--- config.mk ---
export PLATFORM = sky130hd
export DESIGN_NAME = cache_merge_sink_fifo_flat
export DESIGN_NICKNAME = d
export VERILOG_FILES = /design/src/rtl/cache_merge_sink_fifo_if.sv /design/src/rtl/cache_merge_sink_fifo.sv /design/src/flat_wrapper.sv
export SDC_FILE = /design/constraint.sdc
export NUM_CORES = 1
export LEC_CHECK = 0
export BUFFER_PORTS_ARGS = -buffer_cell sky130_fd_sc_hd__buf_2
export CORE_UTILIZATION = 45
export CTS_CLUSTER_DIAMETER = 80
export DETAILED_ROUTE_END_ITERATION = 10
export GPL_TIMING_DRIVEN = 0
export MAX_ROUTING_LAYER = met4
export PLACE_DENSITY = 0.67
export RECOVER_POWER = 25
export SYNTH_ARGS = -nofsm -noshare
export SYNTH_HDL_FRONTEND = slang
export SYNTH_SLANG_ARGS = --single-unit
--- constraint.sdc ---
create_clock -name clk -period 2.55 [get_ports clk]
set_input_delay 0.1275 -clock clk [delete_from_list [all_inputs] [get_ports clk]]
set_output_delay 0.1275 -clock clk [all_outputs]
set_load 0.01 [all_outputs]
--- src/rtl/cache_merge_sink_fifo_if.sv ---
// Handshake bundle between the merge stage, the sink FIFO and the cache controller.
// master: upstream merge plus consumer side; slave: the sink FIFO itself.
interface cache_merge_sink_fifo_if #(
    parameter int unsigned AW = 2
);
    logic          i_drive;
    logic          i_data;
    logic          o_free;
    logic          o_valid;
    logic          o_data;
    logic          i_ready;
    logic [AW:0]   o_count;
    logic          o_full;
    logic          o_err;

    modport master (
        output i_drive, i_data, i_ready,
        input  o_free, o_valid, o_data, o_count, o_full, o_err
    );

    modport slave (
        input  i_drive, i_data, i_ready,
        output o_free, o_valid, o_data, o_count, o_full, o_err
    );
endinterface

--- src/rtl/cache_merge_sink_fifo.sv ---
// Receive stage behind the two-way request merge: buffers single-bit events in a small
// FIFO, acknowledges each accepted event with a one-cycle free pulse, and parks one event
// in a hold slot while the FIFO is full (its free is withheld until it is written).
// Optional macro CACHE_MERGE_SINK_ERR_EN enables the sticky protocol-violation flag o_err;
// without it o_err is tied low.
module cache_merge_sink_fifo #(
    parameter int unsigned DEPTH = 4,
    parameter int unsigned AW    = 2
) (
    input logic                   clk,
    input logic                   rstn,   // synchronous, active-high
    cache_merge_sink_fifo_if.slave bus
);

    localparam logic [0:0]  StIdle   = 1'b0;
    localparam logic [0:0]  StPend   = 1'b1;
    localparam logic [AW:0] CountMax = (AW + 1)'(DEPTH);

    logic [0:0]    state_q, state_d;
    logic          hold_q, hold_d;
    logic [AW-1:0] wr_ptr_q, rd_ptr_q;
    logic [AW:0]   count_q, count_d;
    logic          free_q;
    logic          mem_q [DEPTH];

    logic valid, full, pop, wr_req, wr_en, wr_bit;

    assign valid = (count_q != '0);
    assign full  = (count_q == CountMax);
    assign pop   = valid & bus.i_ready;

    // Write source selection, hold-slot FSM and occupancy next state
    always_comb begin
        state_d = state_q;
        hold_d  = hold_q;
        count_d = count_q;

        // In PEND the hold slot is the only writer; a fresh drive there is dropped.
        wr_req = (state_q == StIdle) ? bus.i_drive : 1'b1;
        wr_bit = (state_q == StPend) ? hold_q : bus.i_data;
        // A pop frees a slot at the same edge, so full-with-pop still accepts.
        wr_en  = wr_req & (~full | pop);

        if (state_q == StIdle) begin
            if (bus.i_drive && full && !pop) begin
                state_d = StPend;
                hold_d  = bus.i_data;
            end
        end else if (pop) begin
            state_d = StIdle;
        end

        unique case ({wr_en, pop})
            2'b10:   count_d = count_q + (AW + 1)'(1);
            2'b01:   count_d = count_q - (AW + 1)'(1);
            default: count_d = count_q;
        endcase
    end

    // Control state, pointers and the registered free pulse
    always_ff @(posedge clk) begin
        if (rstn) begin
            state_q  <= StIdle;
            hold_q   <= 1'b0;
            wr_ptr_q <= '0;
            rd_ptr_q <= '0;
            count_q  <= '0;
            free_q   <= 1'b0;
        end else begin
            state_q  <= state_d;
            hold_q   <= hold_d;
            count_q  <= count_d;
            free_q   <= wr_en;
            if (wr_en) wr_ptr_q <= wr_ptr_q + AW'(1);
            if (pop)   rd_ptr_q <= rd_ptr_q + AW'(1);
        end
    end

    // Storage array; contents need no reset because occupancy gates visibility
    always_ff @(posedge clk) begin
        if (!rstn && wr_en) mem_q[wr_ptr_q] <= wr_bit;
    end

`ifdef CACHE_MERGE_SINK_ERR_EN
    logic err_q;

    // Sticky flag: drive while an event is parked, or drive in the free cycle
    always_ff @(posedge clk) begin
        if (rstn) begin
            err_q <= 1'b0;
        end else if (bus.i_drive && ((state_q == StPend) || free_q)) begin
            err_q <= 1'b1;
        end
    end

    assign bus.o_err = err_q;
`else
    assign bus.o_err = 1'b0;
`endif

    assign bus.o_free  = free_q;
    assign bus.o_valid = valid;
    assign bus.o_data  = valid ? mem_q[rd_ptr_q] : 1'b0;
    assign bus.o_count = count_q;
    assign bus.o_full  = full;

endmodule

--- src/flat_wrapper.sv ---
// flat-port wrapper written by rule: the top's interface ports become plain ports
module cache_merge_sink_fifo_flat 
#(
    parameter int unsigned DEPTH = 4,
    parameter int unsigned AW    = 2
)
  (clk, rstn, bus_i_drive, bus_i_data, bus_i_ready, bus_o_free, bus_o_valid, bus_o_data, bus_o_count, bus_o_full, bus_o_err);
  cache_merge_sink_fifo_if #(.AW(AW)) bus_i ();
  input logic clk;
  input logic rstn;
  input wire logic [$bits(bus_i.i_drive)-1:0] bus_i_drive;
  input wire logic [$bits(bus_i.i_data)-1:0] bus_i_data;
  input wire logic [$bits(bus_i.i_ready)-1:0] bus_i_ready;
  output wire logic [$bits(bus_i.o_free)-1:0] bus_o_free;
  output wire logic [$bits(bus_i.o_valid)-1:0] bus_o_valid;
  output wire logic [$bits(bus_i.o_data)-1:0] bus_o_data;
  output wire logic [$bits(bus_i.o_count)-1:0] bus_o_count;
  output wire logic [$bits(bus_i.o_full)-1:0] bus_o_full;
  output wire logic [$bits(bus_i.o_err)-1:0] bus_o_err;
  assign bus_i.i_drive = bus_i_drive;
  assign bus_i.i_data = bus_i_data;
  assign bus_i.i_ready = bus_i_ready;
  assign bus_o_free = bus_i.o_free;
  assign bus_o_valid = bus_i.o_valid;
  assign bus_o_data = bus_i.o_data;
  assign bus_o_count = bus_i.o_count;
  assign bus_o_full = bus_i.o_full;
  assign bus_o_err = bus_i.o_err;
  cache_merge_sink_fifo #(.DEPTH(DEPTH), .AW(AW)) u_core (.clk(clk), .rstn(rstn), .bus(bus_i));
endmodule
Word-level counts from Yosys, hierarchy flattened
Memory sizes are Yosys's and may differ from the RTL's. A register that Yosys moved wholly into a read port is not among the register bits.
Cells that the tools add are included.
Operators by class
  magnitude comparators: 0
  multipliers: 0
  shift operators: 0
  bitwise gates (word level): 5
  muxes and demuxes: 11
  div/mod/pow operators: 0
  eq/ne operators: 3
  reduce and logical (&&, ||, !) cells: 8
  add/subtract/negate cells: 4
Operators with widths (number)
  two-way mux 1 bit: 8
  case mux 3 bit (2 select lines): 1
  adder 2 x 1 -> 2 bit, second input constant: 2
  two-way mux 2 bit: 2
  adder 3 x 1 -> 3 bit, second input constant: 1
  == test 3 bit, second input constant: 1
  logical AND 1 bit: 3
  nonzero test 3 bit: 1
  subtractor 3 x 1 -> 3 bit, second input constant: 1
  AND 1 bit: 2
  == test 2 x 1 -> 1 bit, second input constant: 1
  == test 2 bit, second input constant: 1
  logical NOT 1 bit: 2
  inverter 1 bit: 2
  AND reduction 2 bit: 1
  nonzero test 2 bit: 1
  OR 1 bit: 1
Word-level totals
  memory bits (writable): 4
  flip-flop bits (word level): 10
  memories kept: 1
  bits in latches: 0
  memory bits (read-only): 0
  word-level logic and storage cells: 38
  bits of input ports: 5
Memory list
  u_core.mem_q: depth 4, bits a word 1, read ports 1, clocked after Yosys merged registers in 1, write ports 1, RTL line cache_merge_sink_fifo.sv:24  | logic mem_q [DEPTH];

Depth between registers and ports, before layout
Gate-level depths: netlist of the first run.
  word-level depth: 7
  mapped depth: 6
  mapped depth without buffers: 6

Least setup slack after synthesis of the first run
OpenSTA, ideal clock, no wires.
  path type: reg-to-reg
  start: reg u_core.count_q[0] (netlist: u_core.bus.o_count[0])
  end: reg u_core.count_q[2] (netlist: u_core.bus.o_count[2])
  path buffers: 0
  arrival time: 1741 ps
  data required time: 2418 ps
  slack: 676 ps
  stages on the path, launching flop included: 7
  path through: dfxtp_1 o31a_2 nand2_1 fa_1 or3_1 a31oi_1 a21oi_1
On the way
  longest elaborated chain between the ends: 6
Ends and longest elaborated chain
  start: declaration: RTL line cache_merge_sink_fifo.sv:22  | logic [AW:0] count_q, count_d;
  start signal: assignment: RTL line cache_merge_sink_fifo.sv:72  | count_q <= count_d;
  nonzero test 3 bit or == test 3 bit (tied branches): RTL line cache_merge_sink_fifo.sv:28, cache_merge_sink_fifo.sv:29
  AND 1 bit or inverter 1 bit (tied branches): RTL line cache_merge_sink_fifo.sv:30, cache_merge_sink_fifo.sv:42
  OR 1 bit: RTL line cache_merge_sink_fifo.sv:42  | wr_en = wr_req & (~full | pop);
  AND 1 bit: RTL line cache_merge_sink_fifo.sv:42
  == test 2 x 1 -> 1 bit or == test 2 bit (tied branches): RTL line cache_merge_sink_fifo.sv:53  | unique case ({wr_en, pop})
  case mux 3 bit (2 select lines) or nonzero test 2 bit (tied branches)
Several ways; a longest one is shown, not always the timed one.
A chain may end at the register's enable or synchronous reset.

Worst setup path in the final report of the first run
  start: reg u_core.count_q[2] (netlist: u_core.bus.o_count[2])
  end: reg u_core.count_q[2] (netlist: u_core.bus.o_count[2])
The elaborated chain is that of the path after synthesis.

==> results of run 1 <==
-- area by class of cell --
type                       count  area [um2]
multi-input combinational     56       409.1
fill                         149       681.9
clock inverter                 1       3.754
tap                           16       20.02
clock buffer                   3       22.52
buffer                         2       11.26
inverter                       4       15.01
timing repair buffer          11       52.55
sequential                    16       360.3
-- cell usage in the layout (no fill, tap or decap) --
master                      n
sky130_fd_sc_hd__clkbuf_1   3
sky130_fd_sc_hd__buf_2      9
sky130_fd_sc_hd__mux2_2     1
sky130_fd_sc_hd__nand2b_1   1
sky130_fd_sc_hd__inv_1      4
sky130_fd_sc_hd__and2_1     5
sky130_fd_sc_hd__nor3_1     2
sky130_fd_sc_hd__xnor2_1    2
sky130_fd_sc_hd__nand4_1    1
sky130_fd_sc_hd__or3_1      2
sky130_fd_sc_hd__a31oi_1    1
sky130_fd_sc_hd__nor2_2     1
sky130_fd_sc_hd__or2_1      1
sky130_fd_sc_hd__buf_4      1
sky130_fd_sc_hd__or3_2      1
sky130_fd_sc_hd__xor2_1     1
sky130_fd_sc_hd__and3_2     1
sky130_fd_sc_hd__o31ai_1    1
sky130_fd_sc_hd__nand2_1    4
sky130_fd_sc_hd__a21oi_1    3
sky130_fd_sc_hd__nor2_1     7
sky130_fd_sc_hd__conb_1     1
sky130_fd_sc_hd__a31o_1     1
sky130_fd_sc_hd__nand3b_1   1
sky130_fd_sc_hd__o31a_2     1
sky130_fd_sc_hd__mux2i_1    1
sky130_fd_sc_hd__nor4b_2    1
sky130_fd_sc_hd__dfxtp_1   12
sky130_fd_sc_hd__fa_1       1
sky130_fd_sc_hd__a21o_1     2
sky130_fd_sc_hd__clkbuf_4   3
sky130_fd_sc_hd__nand3_1    2
sky130_fd_sc_hd__mux2_1     1
sky130_fd_sc_hd__mux4_2     1
sky130_fd_sc_hd__o21ai_0    3
sky130_fd_sc_hd__edfxtp_1   4
sky130_fd_sc_hd__ha_1       4
sky130_fd_sc_hd__clkinv_1   1
sky130_fd_sc_hd__a21oi_2    1
-- synth_stat cells, drive strengths merged --
library cell  instances  area share [%]
dfxtp                12              30
nor2                  8             4.1
and2                  5             3.9
a21oi                 4             3.0
edfxtp                4              15
ha                    4             6.3
inv                   4             1.9
nand2                 4             1.9
o21ai                 3             1.9
or3                   3             2.5
a21o                  2             1.9
mux2                  2             2.8
nand3                 2             1.3
nor3                  2             1.3
xnor2                 2             2.2
a31o                  1             1.1
a31oi                 1            0.79
and3                  1            0.94
buf                   1            0.94
clkbuf                1            0.47
conb                  1            0.47
fa                    1             2.5
mux2i                 1             1.3
mux4                  1             2.8
nand2b                1            0.79
nand3b                1            0.94
nand4                 1            0.79
nor4b                 1             1.9
o31a                  1             1.3
o31ai                 1            0.94
or2                   1            0.79
xor2                  1             1.1
-- layer usage --
layer,GRT usage [%],vias to the layer above,wire length (um)
met3,3.673,5,84
met2,26.47,25,603
met4,7.273,0,23
met5,-,-,0
li1,-,297,-
met1,22.86,270,661
-- power groups by stage --
stage | Sequential, mW | Clock (mW) | Combinational, mW
after global routing | 0.372 | 0.154 | 0.332
after floorplan | 0.363 | 0 | 0.209
final | 0.362 | 0.136 | 0.291
after detailed placement | 0.368 | 0 | 0.291
after global placement | 0.365 | 0 | 0.285
after CTS | 0.362 | 0.142 | 0.293
-- logic make-up after synthesis --
| group | count (synthesis) | share of synthesized area (%) |
|---|---|---|
| AO/OA/AOI/OAI | 13 | 10.85 |
| adder cells (fa/ha/maj) | 5 | 8.805 |
| AND/OR/NAND/NOR | 30 | 21.07 |
| XOR/XNOR | 3 | 3.302 |
| buffers and inverters | 6 | 3.301 |
| multiplexers | 4 | 6.918 |
| other | 1 | 0.4712 |
| flip-flops | 16 | 45.28 |
-- critical path: stages, from the launching register on --
cell and delay [ps]:
sky130_fd_sc_hd__dfxtp_1 490, sky130_fd_sc_hd__o31a_2 240, sky130_fd_sc_hd__nand2_1 80, sky130_fd_sc_hd__fa_1 430, sky130_fd_sc_hd__or3_1 390, sky130_fd_sc_hd__a31oi_1 170, sky130_fd_sc_hd__a21oi_1 80
-- worst paths after layout --
path         cells after the start                                 end
max                              6  u_core.bus.o_count[2]$_SDFFE_PP0P_
min                              3          u_core.hold_q$_SDFFE_PP0P_
max reg2reg                      6  u_core.bus.o_count[2]$_SDFFE_PP0P_
min reg2reg                      2          u_core.hold_q$_SDFFE_PP0P_
==> summary.log, run 1 <==
INFO  drt            route.detailed.drc=1
INFO  placed_design  detailedPlace.worstSlack=548.8ps
INFO  power_and_ir_drop power.share.combinational=36.9%
INFO  min_path       worstHoldPathType=in -> reg
INFO  power_and_ir_drop p_leak=0.3619nW
INFO  grt            antenna_found_initial=0
INFO  run_status     violations=design-rule violations
INFO  critical_path  crit_path_start=u_core.bus.o_count[2]$_SDFFE_PP0P_
INFO  run            maxCapViolations=0
INFO  finish         finalInstanceArea=894.6um2
INFO  clock_network  cts_setup_buffers=0
INFO  finish         post_layout_nonfiller_instances=109
INFO  clock_network  cts_tree=yes
INFO  floorplan      die-area=1940um2
INFO  critical_path  path_max_fanout=9
INFO  drt            drt_first_iter_violations=14
INFO  floorplan      floorplan.die.width=44.05um
INFO  placed_design  placed_cells=105
INFO  critical_path  cp-end-kind=register
INFO  sta            slew_limit_fails=0
INFO  clock_network  clkLatencyLatePin=290ps
INFO  drt            drt_pass1_iterations=9
INFO  grt            global_route_wire_length_before_repair=2401um
INFO  clock_network  cts_repair_resize_count=0
INFO  clock_network  clock-sinks=16
INFO  drt            via_count=597
INFO  power_and_ir_drop power_frac_clock=17.2%
INFO  synthesis      synth_nets=88
INFO  critical_path  r2r_start=u_core.bus.o_count[2]$_SDFFE_PP0P_
INFO  grt            grt_pass1_vias=562
INFO  clock_network  cts-root-buf=sky130_fd_sc_hd__clkbuf_4
INFO  drt            via_per_inst=5.477
INFO  clock_network  htree_levels=1
INFO  drt            routedWlPerCell=12.59um
INFO  drt            postRouteWirelength=1372um
INFO  finish         nNetsFinal=104
INFO  run_status     outcome=finished, violations left
INFO  floorplan      design.portCount=13
INFO  critical_path  setup.reg_to_reg.worst_slack=540ps
INFO  power_and_ir_drop power_switching_share=36.05%
INFO  synthesis      ys_types=35
INFO  sta            hold_ws=82.07ps
INFO  critical_path  crit_required=2720ps
INFO  power_and_ir_drop max-vdd-ir-drop=0.4568mV
INFO  synthesis      synth.cell_area=795.8um2
INFO  finish         antennaDiodeCount=0
INFO  finish         postLayoutCoreUtil=56.75%
INFO  synthesis      syn_inst=78
INFO  floorplan      placementRows=14
INFO  finish         area_growth=12.42%
INFO  min_path       hold_path.startpoint=bus_i_data
INFO  sta            setup_total_negative_slack=0ps
INFO  synthesis      synthesis_warning_total=0
INFO  critical_path  setup.worst_path.start_class=register
INFO  finish         layout-drive-gt1-share=22.58%
INFO  power_and_ir_drop power.switching=284.4uW
INFO  grt            overflow_left_after_global_routing=0
INFO  critical_path  start_to_end_type_of_the_worst_setup_path=reg -> reg
INFO  clock_network  holdBufCountCts=0
INFO  critical_path  arrival=2170ps
INFO  clock_network  buffer_levels_on_the_longest_clock_path=2
INFO  sta            rsz0062_at_grt=no
INFO  drt            remaining_number_of_nets_flagged_by_the_antenna_check_after_routing=0
INFO  power_and_ir_drop power_density=882.0nW/um2
INFO  sta            clock_skew=6.093ps
INFO  placed_design  gp_congestion=0.7172
INFO  power_and_ir_drop design_power_total=789.0uW
INFO  power_and_ir_drop pwr-share-seq=45.9%
INFO  power_and_ir_drop p_int=504.6uW
INFO  floorplan      chipHeight=44.05um
INFO  floorplan      initial_utilization=50.48%
INFO  synthesis      ys_seq_elements=16
INFO  sta            setup_viol=0
INFO  placed_design  placement_cell_area=870.8um2
INFO  sta            timing.fmax=0.4982GHz
INFO  synthesis      ys_seq_area_share=45.28%
INFO  sta            setup_slack=542.8ps
INFO  grt            overall_global_routing_resource_usage=17.53%
INFO  sta            min_period_over_period=78.71%
INFO  grt            grt_max_degree=11
INFO  clock_network  clk_pin_slew_worst_paths=90ps
INFO  placed_design  portBuffers=11
INFO  clock_network  numCtsBuffers=3
INFO  sta            hold_viol=0
INFO  floorplan      core_area=1577um2
INFO  synthesis      syn_avg_cell_area=10.20um2
INFO  placed_design  dpl.hpwl=1007um
INFO  sta            fin_crit=2007ps
No activity file was read; power rests on OpenSTA's default activity.
==> run 2: changes to the inputs <==
==> constraint.sdc (replaced) <==
create_clock -name clk -period 2.1 [get_ports clk]
set_input_delay 0.105 -clock clk [delete_from_list [all_inputs] [get_ports clk]]
set_output_delay 0.105 -clock clk [all_outputs]
set_load 0.01 [all_outputs]
==> run 2 against run 1 <==
- the run still ends with design-rule violations left
- hold slack worse by 15 ps
- non-clock buffer count stayed put
- critical path type unchanged
- total power is 22% higher
- sequential share of layout area is 0.058 points lower
- clock skew is 1.3 ps higher
- die area stayed put
- largest cell class unchanged
- count of clock-buffer cells in the layout stayed put
==> summary.log, run 2 (same netlist as run 1, synthesis figures left out) <==
INFO  run_status     outcome=finished, violations left
INFO  run_status     violations=design-rule violations
INFO  placed_design  placement_cell_area=870.8um2
INFO  power_and_ir_drop p_leak=0.3639nW
INFO  sta            clock_skew=7.412ps
INFO  placed_design  dpl.hpwl=1007um
INFO  clock_network  cts_repair_resize_count=0
INFO  floorplan      core_area=1577um2
INFO  finish         mostFrequentLayoutCell=sky130_fd_sc_hd__dfxtp_1
INFO  clock_network  buffer_levels_on_the_longest_clock_path=2
INFO  grt            global_route_wire_length_before_repair=2401um
INFO  clock_network  clkLatencyLatePin=280ps
INFO  floorplan      chipHeight=44.05um
INFO  placed_design  placed_cells=105
INFO  finish         layout-drive-gt1-share=24.73%
INFO  clock_network  cts-root-buf=sky130_fd_sc_hd__clkbuf_4
INFO  floorplan      initial_utilization=50.48%
INFO  finish         finalInstanceArea=902.1um2
INFO  drt            via_per_inst=5.385
INFO  finish         final.fill_count=149
INFO  sta            fin_crit=1946ps
INFO  sta            timing.fmax=0.5139GHz
INFO  critical_path  arrival=2110ps
INFO  finish         most_used_cells_in_the_layout_excluding_fill_and_tap_cells=10 x sky130_fd_sc_hd__dfxtp_1, 9 x sky130_fd_sc_hd__buf_2, 7 x sky130_fd_sc_hd__nor2_1
INFO  finish         postLayoutCoreUtil=57.22%
INFO  power_and_ir_drop design_power_total=960.6uW
INFO  sta            setup_viol=0
INFO  sta            setup_total_negative_slack=0ps
INFO  clock_network  cts_setup_buffers=0
INFO  power_and_ir_drop power.share.combinational=36.9%
INFO  floorplan      design.portCount=13
INFO  power_and_ir_drop power_density=1065nW/um2
INFO  drt            route.detailed.drc=1
INFO  power_and_ir_drop pwr-share-seq=46.1%
INFO  grt            grt_pass1_vias=562
INFO  grt            grt_max_degree=11
INFO  sta            hold_viol=0
INFO  finish         post_layout_nonfiller_instances=109
INFO  run            maxCapViolations=0
INFO  finish         antennaDiodeCount=0
INFO  power_and_ir_drop power_switching_share=35.75%
INFO  sta            slew_limit_fails=0
INFO  critical_path  cp-end-kind=register
INFO  clock_network  clock-sinks=16
INFO  grt            overflow_left_after_global_routing=0
INFO  drt            via_count=587
INFO  clock_network  cts_tree=yes
INFO  clock_network  holdBufCountCts=0
INFO  clock_network  htree_levels=1
INFO  power_and_ir_drop max-vdd-ir-drop=0.5581mV
INFO  drt            drt_first_iter_violations=19
INFO  clock_network  clk_pin_slew_worst_paths=100ps
INFO  drt            drt_pass1_iterations=7
INFO  power_and_ir_drop power.switching=343.4uW
INFO  floorplan      die-area=1940um2
INFO  critical_path  setup.reg_to_reg.worst_slack=150ps
INFO  power_and_ir_drop p_int=617.2uW
INFO  grt            overall_global_routing_resource_usage=17.53%
INFO  sta            min_period_over_period=92.66%
INFO  drt            routedWlPerCell=12.40um
INFO  placed_design  gp_congestion=0.7172
INFO  finish         area_growth=13.36%
INFO  drt            remaining_number_of_nets_flagged_by_the_antenna_check_after_routing=0
INFO  grt            antenna_found_initial=0
INFO  critical_path  path_max_fanout=7
INFO  critical_path  start_to_end_type_of_the_worst_setup_path=reg -> reg
INFO  drt            postRouteWirelength=1352um
INFO  clock_network  numCtsBuffers=3
INFO  critical_path  crit_required=2260ps
INFO  finish         nNetsFinal=104
INFO  floorplan      floorplan.die.width=44.05um
INFO  finish         multi_input_area=414.1um2
INFO  placed_design  portBuffers=11
INFO  sta            rsz0062_at_grt=no
INFO  critical_path  setup.worst_path.start_class=register
INFO  power_and_ir_drop power_frac_clock=17.0%
INFO  floorplan      placementRows=14
INFO  min_path       worstHoldPathType=in -> reg
INFO  finish         register_area=362.8um2
[run 2: cell counts in the layout (fill, tap and decap cells not counted)]
No cell type changed its count.
[run 2: metrics by stage]
| stage | setup WS, ps | hold WS, ps |
|---|---|---|
| after floorplan | 226.3 | 216.8 |
| after global placement | 140.7 | 352.3 |
| after detailed placement | 98.78 | 364.1 |
| after CTS | 83.12 | 59.85 |
| after global routing | 35.16 | 53.47 |
| final | 154.1 | 66.74 |
[run 2: worst max-delay path: stages (launching register included)]
cell	delay, ps
sky130_fd_sc_hd__dfxtp_1	470
sky130_fd_sc_hd__o31a_2	210
sky130_fd_sc_hd__nand2_1	80
sky130_fd_sc_hd__fa_1	430
sky130_fd_sc_hd__or3_1	390
sky130_fd_sc_hd__a31oi_1	170
sky130_fd_sc_hd__a21oi_1	80
[run 2: layout make-up]
cell class                      instances  area share (%)
Multi-Input combinational cell         56           45.91
Buffer                                  2           1.248
Sequential cell                        16           40.22
Clock buffer                            3           2.497
Inverter                                4           1.664
Clock inverter                          1          0.4161
Tap cell                               16           2.219
Timing Repair Buffer                   11           5.825
[run 2: layer usage]
| metal | vias to the layer above | track usage [%] | share of wire, % |
|---|---|---|---|
| li1 | 298 | - | - |
| met1 | 271 | 22.86 | 48 |
| met2 | 16 | 26.47 | 47 |
| met3 | 2 | 3.673 | 4.5 |
| met4 | 0 | 7.273 | 0.52 |
| met5 | - | - | 0 |
[run 2: worst paths after layout]
path,start,end,depth (start not counted)
max reg2reg,u_core.bus.o_count[1]$_SDFFE_PP0P_,u_core.bus.o_count[2]$_SDFFE_PP0P_,6
min,bus_i_data,u_core.hold_q$_SDFFE_PP0P_,3
max,u_core.bus.o_count[1]$_SDFFE_PP0P_,u_core.bus.o_count[2]$_SDFFE_PP0P_,6
min reg2reg,u_core.hold_q$_SDFFE_PP0P_,u_core.hold_q$_SDFFE_PP0P_,2
[run 2: power groups by stage]
stage | sequential (mW) | clock (mW) | combinational (mW)
6_report | 0.442 | 0.164 | 0.355
5_1_grt | 0.455 | 0.187 | 0.405
3_3_place_gp | 0.443 | 0 | 0.346
3_5_place_dp | 0.447 | 0 | 0.354
4_1_cts | 0.439 | 0.172 | 0.356
2_1_floorplan | 0.441 | 0 | 0.254
